$ cat config.mk
export PLATFORM = sky130hd
export DESIGN_NAME = mem_read_responder_flat
export DESIGN_NICKNAME = d
export VERILOG_FILES = /design/src/rtl/mem_read_responder_if.sv /design/src/rtl/mem_read_responder.sv /design/src/flat_wrapper.sv
export SDC_FILE = /design/constraint.sdc
export NUM_CORES = 1
export LEC_CHECK = 0
export CAP_MARGIN = 20
export CELL_PAD_IN_SITES_DETAIL_PLACEMENT = 0
export CELL_PAD_IN_SITES_GLOBAL_PLACEMENT = 2
export CORE_MARGIN = 1.5
export CORE_UTILIZATION = 25
export CTS_CLUSTER_SIZE = 20
export DETAILED_ROUTE_END_ITERATION = 16
export HOLD_SLACK_MARGIN = 0.02
export PLACE_DENSITY = 0.79
export SLEW_MARGIN = 10
export SYNTH_ARGS = -nofsm -noshare
export SYNTH_HDL_FRONTEND = slang
export SYNTH_SLANG_ARGS = --single-unit
export TNS_END_PERCENT = 5
$ cat constraint.sdc
create_clock -name clk -period 2.4 [get_ports clk]
set_clock_uncertainty 0.2 [all_clocks]
set_input_delay 0.24 -clock clk [delete_from_list [all_inputs] [get_ports clk]]
set_output_delay 0.24 -clock clk [all_outputs]
set_load 0.1 [all_outputs]
$ cat src/rtl/mem_read_responder_if.sv
// mem_read_responder_if
//   Bundles the line-read request channel (S_R_*) and the backing-memory
//   burst channel (M_*) used by mem_read_responder.
//
//   slave  : responder view (the mem_read_responder itself).
//   master : environment view (request initiator plus backing memory).
//
//   S_R_ADDR / S_R_ADDR_VALID  request byte address and request present
//   S_R_DATA / S_R_DATA_VALID  returned line and its one-cycle valid pulse
//   M_ADDR / M_ADDR_VALID / M_ADDR_READY               burst request handshake
//   M_DATA / M_DATA_VALID / M_DATA_LAST / M_DATA_READY read beat handshake
interface mem_read_responder_if #(
    parameter int ADDR_WIDTH  = 64,
    parameter int DATA_WIDTH  = 64,
    parameter int BUFFER_SIZE = 512
);
    logic [ADDR_WIDTH-1:0]  S_R_ADDR;
    logic                   S_R_ADDR_VALID;
    logic [BUFFER_SIZE-1:0] S_R_DATA;
    logic                   S_R_DATA_VALID;

    logic [ADDR_WIDTH-1:0]  M_ADDR;
    logic                   M_ADDR_VALID;
    logic                   M_ADDR_READY;
    logic [DATA_WIDTH-1:0]  M_DATA;
    logic                   M_DATA_VALID;
    logic                   M_DATA_LAST;
    logic                   M_DATA_READY;

    modport slave (
        input  S_R_ADDR, S_R_ADDR_VALID,
        output S_R_DATA, S_R_DATA_VALID,
        output M_ADDR, M_ADDR_VALID,
        input  M_ADDR_READY,
        input  M_DATA, M_DATA_VALID, M_DATA_LAST,
        output M_DATA_READY
    );

    modport master (
        output S_R_ADDR, S_R_ADDR_VALID,
        input  S_R_DATA, S_R_DATA_VALID,
        input  M_ADDR, M_ADDR_VALID,
        output M_ADDR_READY,
        output M_DATA, M_DATA_VALID, M_DATA_LAST,
        input  M_DATA_READY
    );
endinterface

$ cat src/rtl/mem_read_responder.sv
// mem_read_responder
//   Serves one line-read request at a time: latches the line-aligned
//   request address, issues it as a single burst on the backing port,
//   assembles BUFFER_SIZE/DATA_WIDTH beats (beat 0 in the LSBs) and returns
//   the line with a one-cycle S_R_DATA_VALID pulse.
//
//   clk           rising-edge clock
//   reset         synchronous active-high reset; aborts any operation
//   bus           mem_read_responder_if.slave (S_R_* request/response,
//                 M_* burst request and read beats)
//   protocol_err  sticky flag: a beat arrived whose LAST flag disagreed with
//                 the beat count
//
//   Every output is either a register or a decode of the state register,
//   so no input reaches an output combinationally.
module mem_read_responder #(
    parameter int ADDR_WIDTH  = 64,
    parameter int DATA_WIDTH  = 64,
    parameter int BUFFER_SIZE = 512
) (
    input  logic                  clk,
    input  logic                  reset,
    mem_read_responder_if.slave   bus,
    output logic                  protocol_err
);

    localparam int BEATS      = BUFFER_SIZE / DATA_WIDTH;
    localparam int LINE_BYTES = BUFFER_SIZE / 8;
    localparam int CNT_W      = (BEATS > 1) ? $clog2(BEATS) : 1;

    localparam logic [CNT_W-1:0]      LAST_CNT   = CNT_W'(BEATS - 1);
    localparam logic [ADDR_WIDTH-1:0] ALIGN_MASK = ~(ADDR_WIDTH'(LINE_BYTES - 1));

    typedef enum logic [1:0] {
        IDLE,
        ADDR,
        DATA,
        RESP
    } state_t;

    state_t                 state;
    state_t                 state_next;

    logic [ADDR_WIDTH-1:0]  base_addr;
    logic [CNT_W-1:0]       cnt;
    logic [BUFFER_SIZE-1:0] line_buf;
    logic                   err_flag;

    logic                   beat_acc;
    logic                   last_beat;

    assign beat_acc  = (state == DATA) && bus.M_DATA_VALID;
    assign last_beat = (cnt == LAST_CNT);

    always_ff @(posedge clk) begin
        if (reset) begin
            state <= IDLE;
        end else begin
            state <= state_next;
        end
    end

    always_comb begin
        state_next = state;
        case (state)
            IDLE: if (bus.S_R_ADDR_VALID) state_next = ADDR;
            ADDR: if (bus.M_ADDR_READY)   state_next = DATA;
            // Completion is decided by the beat count; LAST only feeds
            // the protocol check.
            DATA: if (beat_acc && last_beat) state_next = RESP;
            RESP: state_next = IDLE;
            default: state_next = IDLE;
        endcase
    end

    always_ff @(posedge clk) begin
        if (reset) begin
            base_addr <= '0;
            cnt       <= '0;
            line_buf  <= '0;
            err_flag  <= 1'b0;
        end else begin
            if ((state == IDLE) && bus.S_R_ADDR_VALID) begin
                base_addr <= bus.S_R_ADDR & ALIGN_MASK;
                cnt       <= '0;
            end
            if (beat_acc) begin
                line_buf[cnt*DATA_WIDTH +: DATA_WIDTH] <= bus.M_DATA;
                cnt <= cnt + 1'b1;
                if (bus.M_DATA_LAST != last_beat) begin
                    err_flag <= 1'b1;
                end
            end
        end
    end

    // The line buffer doubles as the response register: its contents are
    // only meaningful while S_R_DATA_VALID is high, after the fill is done.
    assign bus.M_ADDR         = base_addr;
    assign bus.M_ADDR_VALID   = (state == ADDR);
    assign bus.M_DATA_READY   = (state == DATA);
    assign bus.S_R_DATA       = line_buf;
    assign bus.S_R_DATA_VALID = (state == RESP);
    assign protocol_err       = err_flag;

endmodule

$ cat src/flat_wrapper.sv
// flat-port wrapper written by rule: the top's interface ports become plain ports
module mem_read_responder_flat 
#(
    parameter int ADDR_WIDTH  = 64,
    parameter int DATA_WIDTH  = 64,
    parameter int BUFFER_SIZE = 512
)
  (clk, reset, protocol_err, bus_S_R_ADDR, bus_S_R_ADDR_VALID, bus_S_R_DATA, bus_S_R_DATA_VALID, bus_M_ADDR, bus_M_ADDR_VALID, bus_M_ADDR_READY, bus_M_DATA, bus_M_DATA_VALID, bus_M_DATA_LAST, bus_M_DATA_READY);
  mem_read_responder_if #(.ADDR_WIDTH(ADDR_WIDTH), .DATA_WIDTH(DATA_WIDTH), .BUFFER_SIZE(BUFFER_SIZE)) bus_i ();
  input  logic clk;
  input  logic reset;
  output logic protocol_err;
  input wire logic [$bits(bus_i.S_R_ADDR)-1:0] bus_S_R_ADDR;
  input wire logic [$bits(bus_i.S_R_ADDR_VALID)-1:0] bus_S_R_ADDR_VALID;
  output wire logic [$bits(bus_i.S_R_DATA)-1:0] bus_S_R_DATA;
  output wire logic [$bits(bus_i.S_R_DATA_VALID)-1:0] bus_S_R_DATA_VALID;
  output wire logic [$bits(bus_i.M_ADDR)-1:0] bus_M_ADDR;
  output wire logic [$bits(bus_i.M_ADDR_VALID)-1:0] bus_M_ADDR_VALID;
  input wire logic [$bits(bus_i.M_ADDR_READY)-1:0] bus_M_ADDR_READY;
  input wire logic [$bits(bus_i.M_DATA)-1:0] bus_M_DATA;
  input wire logic [$bits(bus_i.M_DATA_VALID)-1:0] bus_M_DATA_VALID;
  input wire logic [$bits(bus_i.M_DATA_LAST)-1:0] bus_M_DATA_LAST;
  output wire logic [$bits(bus_i.M_DATA_READY)-1:0] bus_M_DATA_READY;
  assign bus_i.S_R_ADDR = bus_S_R_ADDR;
  assign bus_i.S_R_ADDR_VALID = bus_S_R_ADDR_VALID;
  assign bus_S_R_DATA = bus_i.S_R_DATA;
  assign bus_S_R_DATA_VALID = bus_i.S_R_DATA_VALID;
  assign bus_M_ADDR = bus_i.M_ADDR;
  assign bus_M_ADDR_VALID = bus_i.M_ADDR_VALID;
  assign bus_i.M_ADDR_READY = bus_M_ADDR_READY;
  assign bus_i.M_DATA = bus_M_DATA;
  assign bus_i.M_DATA_VALID = bus_M_DATA_VALID;
  assign bus_i.M_DATA_LAST = bus_M_DATA_LAST;
  assign bus_M_DATA_READY = bus_i.M_DATA_READY;
  mem_read_responder #(.ADDR_WIDTH(ADDR_WIDTH), .DATA_WIDTH(DATA_WIDTH), .BUFFER_SIZE(BUFFER_SIZE)) u_core (.clk(clk), .reset(reset), .bus(bus_i), .protocol_err(protocol_err));
endmodule
==> results of run 1 <==
per-stage QoR:
stage / worst slack (ns) / instance area (um^2) / utilization, % / hold slack (ns)
2_1_floorplan: -0.0582 / 23600 / - / 0.176
3_3_place_gp: 0.0363 / 31700 / 33.9 / 0.243
3_5_place_dp: 0.0186 / 31700 / 33.9 / 0.248
4_1_cts: -0.0121 / 35000 / 37.5 / 0.0203
5_1_grt: 0.00406 / 35100 / 37.5 / 0.0581
6_report: 0.115 / 35100 / 37.5 / 0.0885
where the power goes:
part / leakage [nW] / internal [mW] / total (mW) / switching (mW)
combinational: 8.67 / 1.50 / 5.34 / 3.84
clock: 1.17 / 6.59 / 11.1 / 4.51
sequential: 4.65 / 9.88 / 10.1 / 0.180
total: 14.5 / 18.0 / 26.5 / 8.52
cell type report:
class | instances | area, um^2
clock buffer | 110 | 2130
sequential | 576 | 11500
tap | 1254 | 1570
timing repair buffer | 970 | 8500
inverter | 7 | 26.3
antenna | 2 | 5.00
multi-input combinational | 1642 | 11100
clock inverter | 18 | 253
fill | 9497 | 58400
final timing paths:
check	start	endpoint	slack, ns	cells past startpoint
worst max-delay path	u_core.state[0]	u_core.bus.S_R_DATA[291]	0.11	8
worst min-delay path	bus_M_DATA[58]	u_core.bus.S_R_DATA[378]	0.09	3
worst max register to register	u_core.state[0]	u_core.bus.S_R_DATA[291]	0.11	8
worst min register to register	u_core.bus.M_ADDR[58]	u_core.bus.M_ADDR[58]	0.25	2
cell usage after synthesis:
library cell / n
sky130_fd_sc_hd__and2_1: 4
sky130_fd_sc_hd__conb_1: 1
sky130_fd_sc_hd__buf_6: 26
sky130_fd_sc_hd__o21ai_1: 12
sky130_fd_sc_hd__nor2_1: 3
sky130_fd_sc_hd__a21oi_1: 63
sky130_fd_sc_hd__nand2b_1: 463
sky130_fd_sc_hd__nor4b_2: 2
sky130_fd_sc_hd__mux2_2: 58
sky130_fd_sc_hd__nor2b_1: 116
sky130_fd_sc_hd__nand4bb_1: 1
sky130_fd_sc_hd__nand4_1: 117
sky130_fd_sc_hd__clkbuf_1: 132
sky130_fd_sc_hd__o21a_1: 1
sky130_fd_sc_hd__ha_1: 11
sky130_fd_sc_hd__nor3b_2: 1
sky130_fd_sc_hd__nand2_1: 313
sky130_fd_sc_hd__xor2_1: 1
sky130_fd_sc_hd__buf_2: 26
sky130_fd_sc_hd__nand3_1: 5
sky130_fd_sc_hd__or3_4: 1
sky130_fd_sc_hd__inv_1: 7
sky130_fd_sc_hd__nor4b_1: 2
sky130_fd_sc_hd__and4bb_2: 2
sky130_fd_sc_hd__nor4bb_1: 1
sky130_fd_sc_hd__and4_1: 1
sky130_fd_sc_hd__mux2i_1: 340
sky130_fd_sc_hd__and3b_1: 2
sky130_fd_sc_hd__buf_4: 22
sky130_fd_sc_hd__dfxtp_1: 576
sky130_fd_sc_hd__nor3b_1: 1
sky130_fd_sc_hd__o21ai_0: 103
sky130_fd_sc_hd__nand3b_1: 6
sky130_fd_sc_hd__buf_1: 3
sky130_fd_sc_hd__or2_2: 1
sky130_fd_sc_hd__and4b_1: 4
sky130_fd_sc_hd__a222oi_1: 1
kinds of logic after synthesis:
| kind of cell | count (synthesis) | synth area share, % |
|---|---|---|
| fa+ha+maj | 11 | 0.583 |
| mux | 398 | 17.2 |
| simple gates | 1046 | 24.7 |
| buf+inv | 216 | 4.75 |
| compound gates | 180 | 3.85 |
| other cells | 1 | 0.0159 |
| flops | 576 | 48.9 |
| xor+xnor | 1 | 0.0371 |
worst register-to-register path: stages, from the launching register on:
cell                       delay (ns)
sky130_fd_sc_hd__dfxtp_1         0.34
sky130_fd_sc_hd__inv_1           0.09
sky130_fd_sc_hd__ha_2            0.30
sky130_fd_sc_hd__nor4bb_1        0.23
sky130_fd_sc_hd__buf_4           0.18
sky130_fd_sc_hd__and4b_4         0.28
sky130_fd_sc_hd__buf_12          0.17
sky130_fd_sc_hd__buf_12          0.21
sky130_fd_sc_hd__mux2i_1         0.22
metal layers:
layer / wire (um) / part of all wire [%]
met5: 13 / 0.014
met4: 3020 / 3.2
met3: 7420 / 7.8
met2: 44900 / 47
met1: 39900 / 42
what timing repair did:
item / CTS / global route
endpoints found under the hold margin: 157 / 0
resized for setup: 0 / 6
hold buffers: 100 / 0
endpoints found under the setup margin: 2 / 173
buffers inserted: 0 / 1
pin swaps: 0 / 1
flip-flops by register name, indices dropped and copies added (netlist names):
name                 flops
u_core.bus.M_ADDR       58
u_core.bus.S_R_DATA    512
u_core.cnt               3
u_core.protocol_err      1
u_core.state             2
==> qor.log, run 1 <==
INFO  timing         max_freq=438MHz
INFO  die            io_pins=714
INFO  grt            grt_start_max_net_pins=67
INFO  routing        drtAntennaViolNets=0
INFO  timing         report.final.hold_viol_count=0
INFO  routing        route.detailed.drc=0
INFO  clock_tree     clock_tree_from_tritoncts=built
INFO  timing         timing.final.crit_period=2.29ns
INFO  pwr            total_leakage_power=14.5nW
INFO  grt            antenna_found_initial=3
INFO  synthesis      post-synth-top-area-cell=sky130_fd_sc_hd__dfxtp_1
INFO  critical_path  crit_path_end_kind=flop
INFO  die            dieArea=96300um^2
INFO  critical_path  worstPathArrival=2.64ns
INFO  layout         finalNetCount=3414
INFO  routing        totalWireLength=95300um
INFO  layout         layout.cells.most_common=sky130_fd_sc_hd__buf_4
INFO  grt            groute.usage.overall=19.0%
INFO  clock_tree     clk_pin_slew=0.06ns
INFO  layout         fin_cells=4579
INFO  layout         final_cell_mix=sky130_fd_sc_hd__buf_4 (690), sky130_fd_sc_hd__dfxtp_1 (576), sky130_fd_sc_hd__nand2b_1 (463)
INFO  timing         final.setup.tns=0ns
INFO  synthesis      yosysWarningCount=0
INFO  synthesis      netlist_instances=2429
INFO  clock_tree     cts_root_buf=sky130_fd_sc_hd__clkbuf_16
INFO  synthesis      area_of_the_mapped_netlist=23600um^2
INFO  placement      gp_congestion=0.790
INFO  timing         report.final.setup_viol=0
INFO  outcome        run_status=complete, no violations
INFO  timing         tightest_slew=0.807ns
INFO  grt            first_global_vias=19700
INFO  placement      place.detailed.instances=4348
INFO  clock_tree     ctsLongestPathBuffers=3
INFO  placement      place.detailed.hpwl=68000um
INFO  die            die-height=310um
INFO  pwr            vdd_ir_drop_max=0.412mV
INFO  synthesis      synth_largest_type_area_fraction=48.9%
INFO  pwr            fin_total_pwr=26.5mW
INFO  clock_tree     tritoncts.num_buffers=72
INFO  timing         finalMaxSlewViolations=0
INFO  critical_path  cp_slowest_cell=sky130_fd_sc_hd__dfxtp_1
INFO  routing        post_dr_wirelength_cell=20.8um
INFO  routing        drtPass1Iterations=5
INFO  synthesis      seq_area_frac_synth=48.9%
INFO  critical_path  path_max_fanout=14
INFO  synthesis      yosys_register_bits=576
INFO  clock_tree     clkSinkCount=576
INFO  die            core_region_area=93500um^2
INFO  synthesis      synthTopCellsByArea=sky130_fd_sc_hd__dfxtp_1 (49%), sky130_fd_sc_hd__mux2i_1 (14%), sky130_fd_sc_hd__nand2b_1 (12%)
INFO  min_path       min-delay-path-class=in -> reg
INFO  die            die_width=310um
INFO  critical_path  critPathLaunchType=flop
INFO  routing        route.detailed.vias_per_inst=4.39
INFO  critical_path  worstPathCellList=inv_1 -> ha_2 -> nor4bb_1 -> buf_4 -> and4b_4 -> buf_12 -> buf_12 -> mux2i_1
INFO  die            fp-row-count=112
INFO  die            start_util=25.2%
INFO  grt            global_route.usage.met2=31.2%
INFO  synthesis      avg_cell_area_syn=9.72um^2
INFO  grt            grt.met1_usage=22.9%
INFO  critical_path  timing.setup.critical_path_class=reg -> reg
INFO  clock_tree     worstSkewPairLatency=0.62ns
INFO  layout         area_growth_syn_to_layout=48.7%
INFO  critical_path  crit_path_max_incr_delay=0.34ns
INFO  timing         fin_crit_sh=95.2%
INFO  synthesis      yosysUniqueCellTypes=37
INFO  timing         slew-limit-headroom=46.2%
INFO  routing        drtIter0Drc=1069
INFO  pwr            pwr_density_cell=755nW/um^2
INFO  timing         grt_setup_unrepaired=no
INFO  routing        detailroute.via_count=20100
INFO  grt            gr-usage-met3=6.13%
INFO  critical_path  cp_num_buf_inv=4
INFO  critical_path  critPathTopFamily=buffers and inverters
INFO  placement      port-buffer-count=701
INFO  clock_tree     cts_max_level=3
INFO  grt            grt.busiest_layer=met2
INFO  grt            grt_first_pass_wirelength=135000um
INFO  run            max_cap_violations=0
INFO  critical_path  required=2.75ns
INFO  critical_path  critical_path.most_common_cell=sky130_fd_sc_hd__buf_12
INFO  grt            grt_overflow_total=0
INFO  layout         post_route_cells_drive_above_1_share=28.2%
Power figures use the tool's default switching activity.
==> run 2, diff against run 1 <==
--- a/config.mk
+++ b/config.mk
@@ -12,7 +12,8 @@
 export CORE_UTILIZATION = 25
 export CTS_CLUSTER_SIZE = 20
 export DETAILED_ROUTE_END_ITERATION = 16
-export HOLD_SLACK_MARGIN = 0.02
+export GPL_ROUTABILITY_DRIVEN = 0
+export HOLD_SLACK_MARGIN = 0.03
 export PLACE_DENSITY = 0.79
 export SLEW_MARGIN = 10
 export SYNTH_ARGS = -nofsm -noshare
==> qor.log, run 2 (same netlist as run 1, synthesis figures left out) <==
INFO  clock_tree     clk_pin_slew=0.06ns [about the same]
INFO  grt            grt.busiest_layer=met2 [unchanged]
INFO  critical_path  timing.setup.critical_path_class=reg -> reg [unchanged]
INFO  pwr            switching_power=8.52mW [about the same]
INFO  pwr            vdd_ir_drop_max=0.412mV [about the same]
INFO  grt            gr-usage-met3=6.12% [was 6.13%]
INFO  routing        totalWireLength=95300um [about the same]
INFO  grt            grt_first_pass_wirelength=135000um [about the same]
INFO  timing         finalMaxSlewViolations=0 [unchanged]
INFO  routing        route.detailed.vias_per_inst=4.38 [was 4.39]
INFO  die            die_width=310um [unchanged]
INFO  timing         setup_ws=0.111ns [was 0.115 ns]
INFO  grt            groute.usage.overall=19.0% [about the same]
INFO  timing         timing.final.crit_period=2.29ns [about the same]
INFO  placement      place.detailed.hpwl=68000um [unchanged]
INFO  pwr            p_clk_share=41.9% [about the same]
INFO  clock_tree     worstSkewPairLatency=0.62ns [about the same]
INFO  critical_path  crit_path_start=u_core.state[0] [unchanged]
INFO  grt            grt_overflow_total=0 [unchanged]
INFO  timing         fin_crit_sh=95.4% [was 95.2%]
INFO  clock_tree     ctsLongestPathBuffers=3 [unchanged]
INFO  layout         final_cell_mix=sky130_fd_sc_hd__buf_4 (690), sky130_fd_sc_hd__dfxtp_1 (576), sky130_fd_sc_hd__nand2b_1 (463) [unchanged]
INFO  die            core_region_area=93500um^2 [unchanged]
INFO  clock_tree     clkSinkCount=576 [unchanged]
INFO  timing         hold_slack_final=0.101ns [was 0.0885 ns]
INFO  placement      place.detailed.instances=4348 [unchanged]
INFO  layout         share_of_the_core_filled_with_cells_in_the_final_layout=37.6% [was 37.5%]
INFO  timing         tightest_slew=0.799ns [was 0.807 ns]
INFO  layout         finalNetCount=3421 [was 3414]
INFO  grt            global_route.usage.met2=31.2% [about the same]
INFO  timing         grt_setup_unrepaired=no [unchanged]
INFO  die            dieArea=96300um^2 [unchanged]
INFO  critical_path  timing.reg2reg.setup_slack=0.11ns [about the same]
INFO  layout         fin_cells=4585 [was 4579]
INFO  critical_path  worstPathArrival=2.64ns [about the same]
INFO  layout         layout.cells.most_common=sky130_fd_sc_hd__buf_4 [unchanged]
INFO  grt            antenna_found_initial=2 [was 3]
INFO  pwr            pwr_density_cell=754nW/um^2 [was 755 nW/um^2]
INFO  timing         final.setup.tns=0ns [unchanged]
INFO  die            start_util=25.2% [unchanged]
INFO  min_path       min-delay-path-class=in -> reg [unchanged]
INFO  clock_tree     cts_root_buf=sky130_fd_sc_hd__clkbuf_16 [unchanged]
INFO  timing         slew-limit-headroom=46.7% [was 46.2%]
INFO  layout         final_area=35200um^2 [was 35100 um^2]
INFO  die            fp-row-count=112 [unchanged]
INFO  layout         area_growth_syn_to_layout=49.0% [was 48.7%]
INFO  clock_tree     tritoncts.num_buffers=72 [unchanged]
INFO  routing        drtAntennaViolNets=0 [unchanged]
INFO  critical_path  crit_path_end_kind=flop [unchanged]
INFO  timing         report.final.setup_viol=0 [unchanged]
INFO  min_path       hold_depth=3 [unchanged]
INFO  placement      placement.cell_area=31700um^2 [unchanged]
INFO  grt            first_global_vias=19700 [about the same]
INFO  critical_path  path_max_fanout=14 [unchanged]
INFO  critical_path  rr_startpoint=u_core.state[0] [unchanged]
INFO  critical_path  ff2ff_path_depth=8 [unchanged]
INFO  routing        detailroute.via_count=20100 [unchanged]
INFO  pwr            fraction_of_power_spent_switching_nets=32.2% [about the same]
INFO  layout         filler_cell_count=9491 [was 9497]
INFO  pwr            sequential_cell_fraction_of_total_power=38.0% [about the same]
INFO  run            max_cap_violations=0 [unchanged]
INFO  timing         report.final.hold_viol_count=0 [unchanged]
INFO  timing         max_freq=437MHz [was 438 MHz]
INFO  clock_tree     cts_max_level=3 [unchanged]
INFO  layout         post_route_cells_drive_above_1_share=28.1% [was 28.2%]
INFO  pwr            intPower=18.0mW [about the same]
INFO  critical_path  required=2.75ns [about the same]
INFO  placement      pre_cts_ws=0.0186ns [unchanged]
INFO  pwr            pwr-share-comb=20.2% [was 20.1%]
INFO  critical_path  regToRegEndpoint=u_core.bus.S_R_DATA[291] [unchanged]
INFO  critical_path  critPathLaunchType=flop [unchanged]
INFO  outcome        run_status=complete, no violations [unchanged]
INFO  routing        drtIter0Drc=1080 [was 1069]
INFO  die            die-height=310um [unchanged]
INFO  routing        drtPass1Iterations=5 [unchanged]
INFO  pwr            total_leakage_power=14.5nW [about the same]
INFO  pwr            fin_total_pwr=26.5mW [about the same]
INFO  layout         largest_register_ff_count=512 [unchanged]
INFO  clock_tree     clock_tree_from_tritoncts=built [unchanged]
INFO  grt            grt_start_max_net_pins=67 [unchanged]
INFO  grt            grt.met1_usage=22.9% [about the same]
INFO  critical_path  cp_capture_point=u_core.bus.S_R_DATA[291] [unchanged]
INFO  routing        route.detailed.drc=0 [unchanged]
INFO  routing        post_dr_wirelength_cell=20.8um [about the same]
INFO  placement      port-buffer-count=701 [unchanged]
INFO  die            io_pins=714 [unchanged]
[run 2: cell count changes in the layout (fill, tap and decap cells not counted), sizes merged]
cell / delta
diode: -1
dlygate4sd3: +7
[run 2: power by group through the flow]
stage / Sequential (mW) / Combinational [mW] / Clock (mW)
floorplan: 12.4 / 1.52 / 0
global placement: 10.3 / 5.20 / 0
detailed placement: 10.3 / 5.21 / 0
CTS: 10.1 / 5.37 / 11.4
global route: 10.1 / 5.58 / 11.8
finish: 10.1 / 5.34 / 11.1
[run 2: final cells by class]
| class | count | area, um^2 | area share, % |
|---|---|---|---|
| antenna | 1 | 2.50 | 0.00712 |
| clock buffer | 110 | 2130 | 6.07 |
| clock inverter | 18 | 253 | 0.719 |
| inverter | 7 | 26.3 | 0.0747 |
| multi-input combinational | 1642 | 11100 | 31.5 |
| sequential | 576 | 11500 | 32.8 |
| tap | 1254 | 1570 | 4.46 |
| timing repair buffer | 977 | 8570 | 24.4 |
[run 2: critical path: stages, from the launching register on]
cell	delay, ns
sky130_fd_sc_hd__dfxtp_1	0.34
sky130_fd_sc_hd__inv_1	0.09
sky130_fd_sc_hd__ha_2	0.30
sky130_fd_sc_hd__nor4bb_1	0.23
sky130_fd_sc_hd__buf_4	0.18
sky130_fd_sc_hd__and4b_4	0.28
sky130_fd_sc_hd__buf_12	0.17
sky130_fd_sc_hd__buf_12	0.18
sky130_fd_sc_hd__mux2i_1	0.21
[run 2: routing by layer]
metal | part of all wire [%] | vias to the layer above | routed length, um
met5 | 0.014 | - | 13
met4 | 3.1 | 2 | 2940
met3 | 7.8 | 136 | 7420
met2 | 47 | 589 | 45100
met1 | 42 | 9583 | 39800
li1 | - | 9792 | -
[run 2: how the worst min path moves through the flow]
stage | startpoint | endpoint | slack (ns)
3_3_place_gp | u_core.bus.M_ADDR[50] | u_core.bus.M_ADDR[50] | 0.24
4_1_cts | bus_M_DATA[32] | u_core.bus.S_R_DATA[352] | 0.03
5_1_grt | bus_M_DATA[13] | u_core.bus.S_R_DATA[333] | 0.09
6_report | bus_M_DATA[13] | u_core.bus.S_R_DATA[77] | 0.10
2_1_floorplan | bus_S_R_ADDR[10] | u_core.bus.M_ADDR[10] | 0.18
3_5_place_dp | u_core.bus.M_ADDR[26] | u_core.bus.M_ADDR[26] | 0.25
[run 2: repair_timing]
item,4_1_cts,5_1_grt
resized for setup,0,6
pin swaps,0,1
hold buffers,107,0
setup endpoints to repair,2,173
hold endpoints to repair,174,0
buffers inserted,0,1
==> run 3, diff against run 2 <==
--- a/config.mk
+++ b/config.mk
@@ -9,12 +9,13 @@
 export CELL_PAD_IN_SITES_DETAIL_PLACEMENT = 0
 export CELL_PAD_IN_SITES_GLOBAL_PLACEMENT = 2
 export CORE_MARGIN = 1.5
-export CORE_UTILIZATION = 25
+export CORE_UTILIZATION = 28
 export CTS_CLUSTER_SIZE = 20
 export DETAILED_ROUTE_END_ITERATION = 16
 export GPL_ROUTABILITY_DRIVEN = 0
 export HOLD_SLACK_MARGIN = 0.03
-export PLACE_DENSITY = 0.79
+export PLACE_DENSITY = 0.84
+export REMOVE_ABC_BUFFERS = 1
 export SLEW_MARGIN = 10
 export SYNTH_ARGS = -nofsm -noshare
 export SYNTH_HDL_FRONTEND = slang
==> constraint.sdc (replaced) <==
create_clock -name clk -period 2.45 [get_ports clk]
set_clock_uncertainty 0.2 [all_clocks]
set_input_delay 0.245 -clock clk [delete_from_list [all_inputs] [get_ports clk]]
set_output_delay 0.245 -clock clk [all_outputs]
set_load 0.1 [all_outputs]
==> qor.log, run 3 (same netlist as run 1, synthesis figures left out) <==
INFO  pwr            fin_total_pwr=25.0mW [was 26.5 mW]
INFO  timing         fin_crit_sh=94.7% [was 95.4%]
INFO  critical_path  timing.setup.critical_path_class=reg -> reg [unchanged]
INFO  critical_path  worstPathArrival=2.64ns [about the same]
INFO  layout         finalNetCount=3323 [was 3421]
INFO  clock_tree     tritoncts.num_buffers=70 [was 72]
INFO  clock_tree     worstSkewPairLatency=0.60ns [was 0.62 ns]
INFO  routing        drtAntennaViolNets=0 [unchanged]
INFO  pwr            vdd_ir_drop_max=0.504mV [was 0.412 mV]
INFO  die            core_region_area=83600um^2 [was 93500 um^2]
INFO  die            start_util=28.2% [was 25.2%]
INFO  layout         area_growth_syn_to_layout=43.4% [was 49.0%]
INFO  grt            antenna_found_initial=1 [was 2]
INFO  timing         max_freq=431MHz [was 437 MHz]
INFO  timing         finalMaxSlewViolations=0 [unchanged]
INFO  clock_tree     cts_max_level=3 [unchanged]
INFO  critical_path  crit_path_start=u_core.cnt[0] [was u_core.state[0]]
INFO  placement      place.detailed.instances=4114 [was 4348]
INFO  clock_tree     ctsLongestPathBuffers=3 [unchanged]
INFO  placement      place.detailed.hpwl=61200um [was 68000 um]
INFO  placement      pre_cts_ws=0.0499ns [was 0.0186 ns]
INFO  die            die_width=293um [was 310 um]
INFO  clock_tree     cts_setup_buffers=0 [unchanged]
INFO  routing        dr_wl_met3=5800um [was 7420 um]
INFO  timing         tightest_slew=0.809ns [was 0.799 ns]
INFO  layout         fin_cells=4310 [was 4585]
INFO  outcome        run_status=complete, no violations [unchanged]
INFO  layout         post_route_cells_drive_above_1_share=26.6% [was 28.1%]
INFO  layout         layout.cells.most_common=sky130_fd_sc_hd__buf_4 [unchanged]
INFO  layout         final_cell_mix=sky130_fd_sc_hd__buf_4 (639), sky130_fd_sc_hd__dfxtp_1 (576), sky130_fd_sc_hd__nand2b_1 (463) [was sky130_fd_sc_hd__buf_4 (690), sky130_fd_sc_hd__dfxtp_1 (576), sky130_fd_sc_hd__nand2b_1 (463)]
INFO  timing         timing.final.crit_period=2.32ns [was 2.29 ns]
INFO  routing        drtPass1Iterations=5 [unchanged]
INFO  critical_path  critPathLaunchType=flop [unchanged]
INFO  layout         largest_register_ff_count=512 [unchanged]
INFO  grt            groute.usage.overall=19.8% [was 19.0%]
INFO  routing        route.detailed.drc=0 [unchanged]
INFO  run            max_cap_violations=0 [unchanged]
INFO  critical_path  ff2ff_path_depth=7 [was 8]
INFO  timing         final.setup.tns=0ns [unchanged]
INFO  timing         setup_ws=0.131ns [was 0.111 ns]
INFO  routing        totalWireLength=88300um [was 95300 um]
INFO  clock_tree     cts_root_buf=sky130_fd_sc_hd__clkbuf_16 [unchanged]
INFO  grt            grt_overflow_total=0 [unchanged]
INFO  routing        met2_length=42700um [was 45100 um]
INFO  timing         grt_setup_unrepaired=no [unchanged]
INFO  grt            grt_first_pass_wirelength=130000um [was 135000 um]
INFO  routing        route.detailed.vias_per_inst=4.54 [was 4.38]
INFO  routing        detailroute.via_count=19600 [was 20100]
INFO  routing        m1WireLength=37300um [was 39800 um]
INFO  routing        drtIter0Drc=943 [was 1080]
INFO  min_path       min-delay-path-class=in -> reg [unchanged]
INFO  clock_tree     clkSinkCount=576 [unchanged]
INFO  timing         report.final.setup_viol=0 [unchanged]
INFO  timing         hold_slack_final=0.0704ns [was 0.101 ns]
INFO  clock_tree     clock_tree_from_tritoncts=built [unchanged]
INFO  grt            grt_start_max_net_pins=65 [was 67]
INFO  timing         report.final.hold_viol_count=0 [unchanged]
INFO  die            io_pins=714 [unchanged]
INFO  critical_path  path_max_fanout=36 [was 14]
INFO  die            dieArea=86000um^2 [was 96300 um^2]
INFO  placement      port-buffer-count=701 [unchanged]
INFO  critical_path  regToRegEndpoint=u_core.bus.S_R_DATA[267] [was u_core.bus.S_R_DATA[291]]
INFO  pwr            total_leakage_power=13.9nW [was 14.5 nW]
INFO  die            fp-row-count=106 [was 112]
INFO  critical_path  rr_startpoint=u_core.cnt[0] [was u_core.state[0]]
INFO  critical_path  required=2.77ns [was 2.75 ns]
INFO  routing        post_dr_wirelength_cell=20.5um [was 20.8 um]
INFO  clock_tree     clk_pin_slew=0.06ns [about the same]
INFO  critical_path  timing.reg2reg.setup_slack=0.13ns [was 0.11 ns]
INFO  timing         slew-limit-headroom=45.9% [was 46.7%]
INFO  die            die-height=293um [was 310 um]
INFO  critical_path  crit_path_end_kind=flop [unchanged]
INFO  grt            first_global_vias=20000 [was 19700]
INFO  pwr            pwr_density_cell=740nW/um^2 [was 754 nW/um^2]
INFO  critical_path  cp_capture_point=u_core.bus.S_R_DATA[267] [was u_core.bus.S_R_DATA[291]]
INFO  routing        dr.max_layer_used=met4 [was met5]
-- run 3: layout make-up --
type / count / area [um^2]
clock inverter: 10 / 166
fill: 8435 / 49700
multi-input combinational: 1642 / 11100
sequential: 576 / 11500
inverter: 7 / 26.3
clock buffer: 111 / 2050
antenna: 3 / 7.51
timing repair buffer: 881 / 7650
tap: 1080 / 1350
-- run 3: per-layer routing --
metal,GRT usage (%),vias to the layer above
met5,0,-
met1,23.9,9242
li1,-,9599
met4,6.58,0
met2,34.1,597
met3,5.17,140
-- run 3: repair_timing --
item,in CTS,in global routing
hold buffers,72,0
endpoints found under the setup margin,0,138
endpoints found under the hold margin,95,0
gates resized for setup,0,2
-- run 3: critical path: stages, from the launching register on --
cell and delay [ns]:
sky130_fd_sc_hd__dfxtp_1 0.32, sky130_fd_sc_hd__inv_1 0.07, sky130_fd_sc_hd__ha_1 0.32, sky130_fd_sc_hd__nor4bb_1 0.29
sky130_fd_sc_hd__buf_4 0.18, sky130_fd_sc_hd__and4b_4 0.28, sky130_fd_sc_hd__buf_12 0.26, sky130_fd_sc_hd__mux2i_1 0.23
-- run 3: per-stage QoR --
stage               cell area [um^2]  util [%]
finish                         33800      40.5
global route                   33800      40.5
CTS                            33800      40.5
detailed placement             30900      37.0
global placement               30900      37.0
floorplan                      22500         -
-- run 3: how the worst min path moves through the flow --
stage                                    end  slack [ns]                   from  cells after the start
floorplan              u_core.bus.M_ADDR[10]        0.11                  reset                      1
detailed placement     u_core.bus.M_ADDR[27]        0.25  u_core.bus.M_ADDR[27]                      2
finish              u_core.bus.S_R_DATA[329]        0.07          bus_M_DATA[9]                      3
CTS                 u_core.bus.S_R_DATA[349]        0.03         bus_M_DATA[29]                      3
global placement       u_core.bus.M_ADDR[50]        0.24  u_core.bus.M_ADDR[50]                      2
global route        u_core.bus.S_R_DATA[361]        0.06         bus_M_DATA[41]                      3
-- run 3: power breakdown --
part / switching (mW) / internal [mW] / total (mW)
Combinational: 3.68 / 1.38 / 5.06
Clock: 4.26 / 5.88 / 10.1
Sequential: 0.160 / 9.68 / 9.84
Total: 8.11 / 16.9 / 25.0
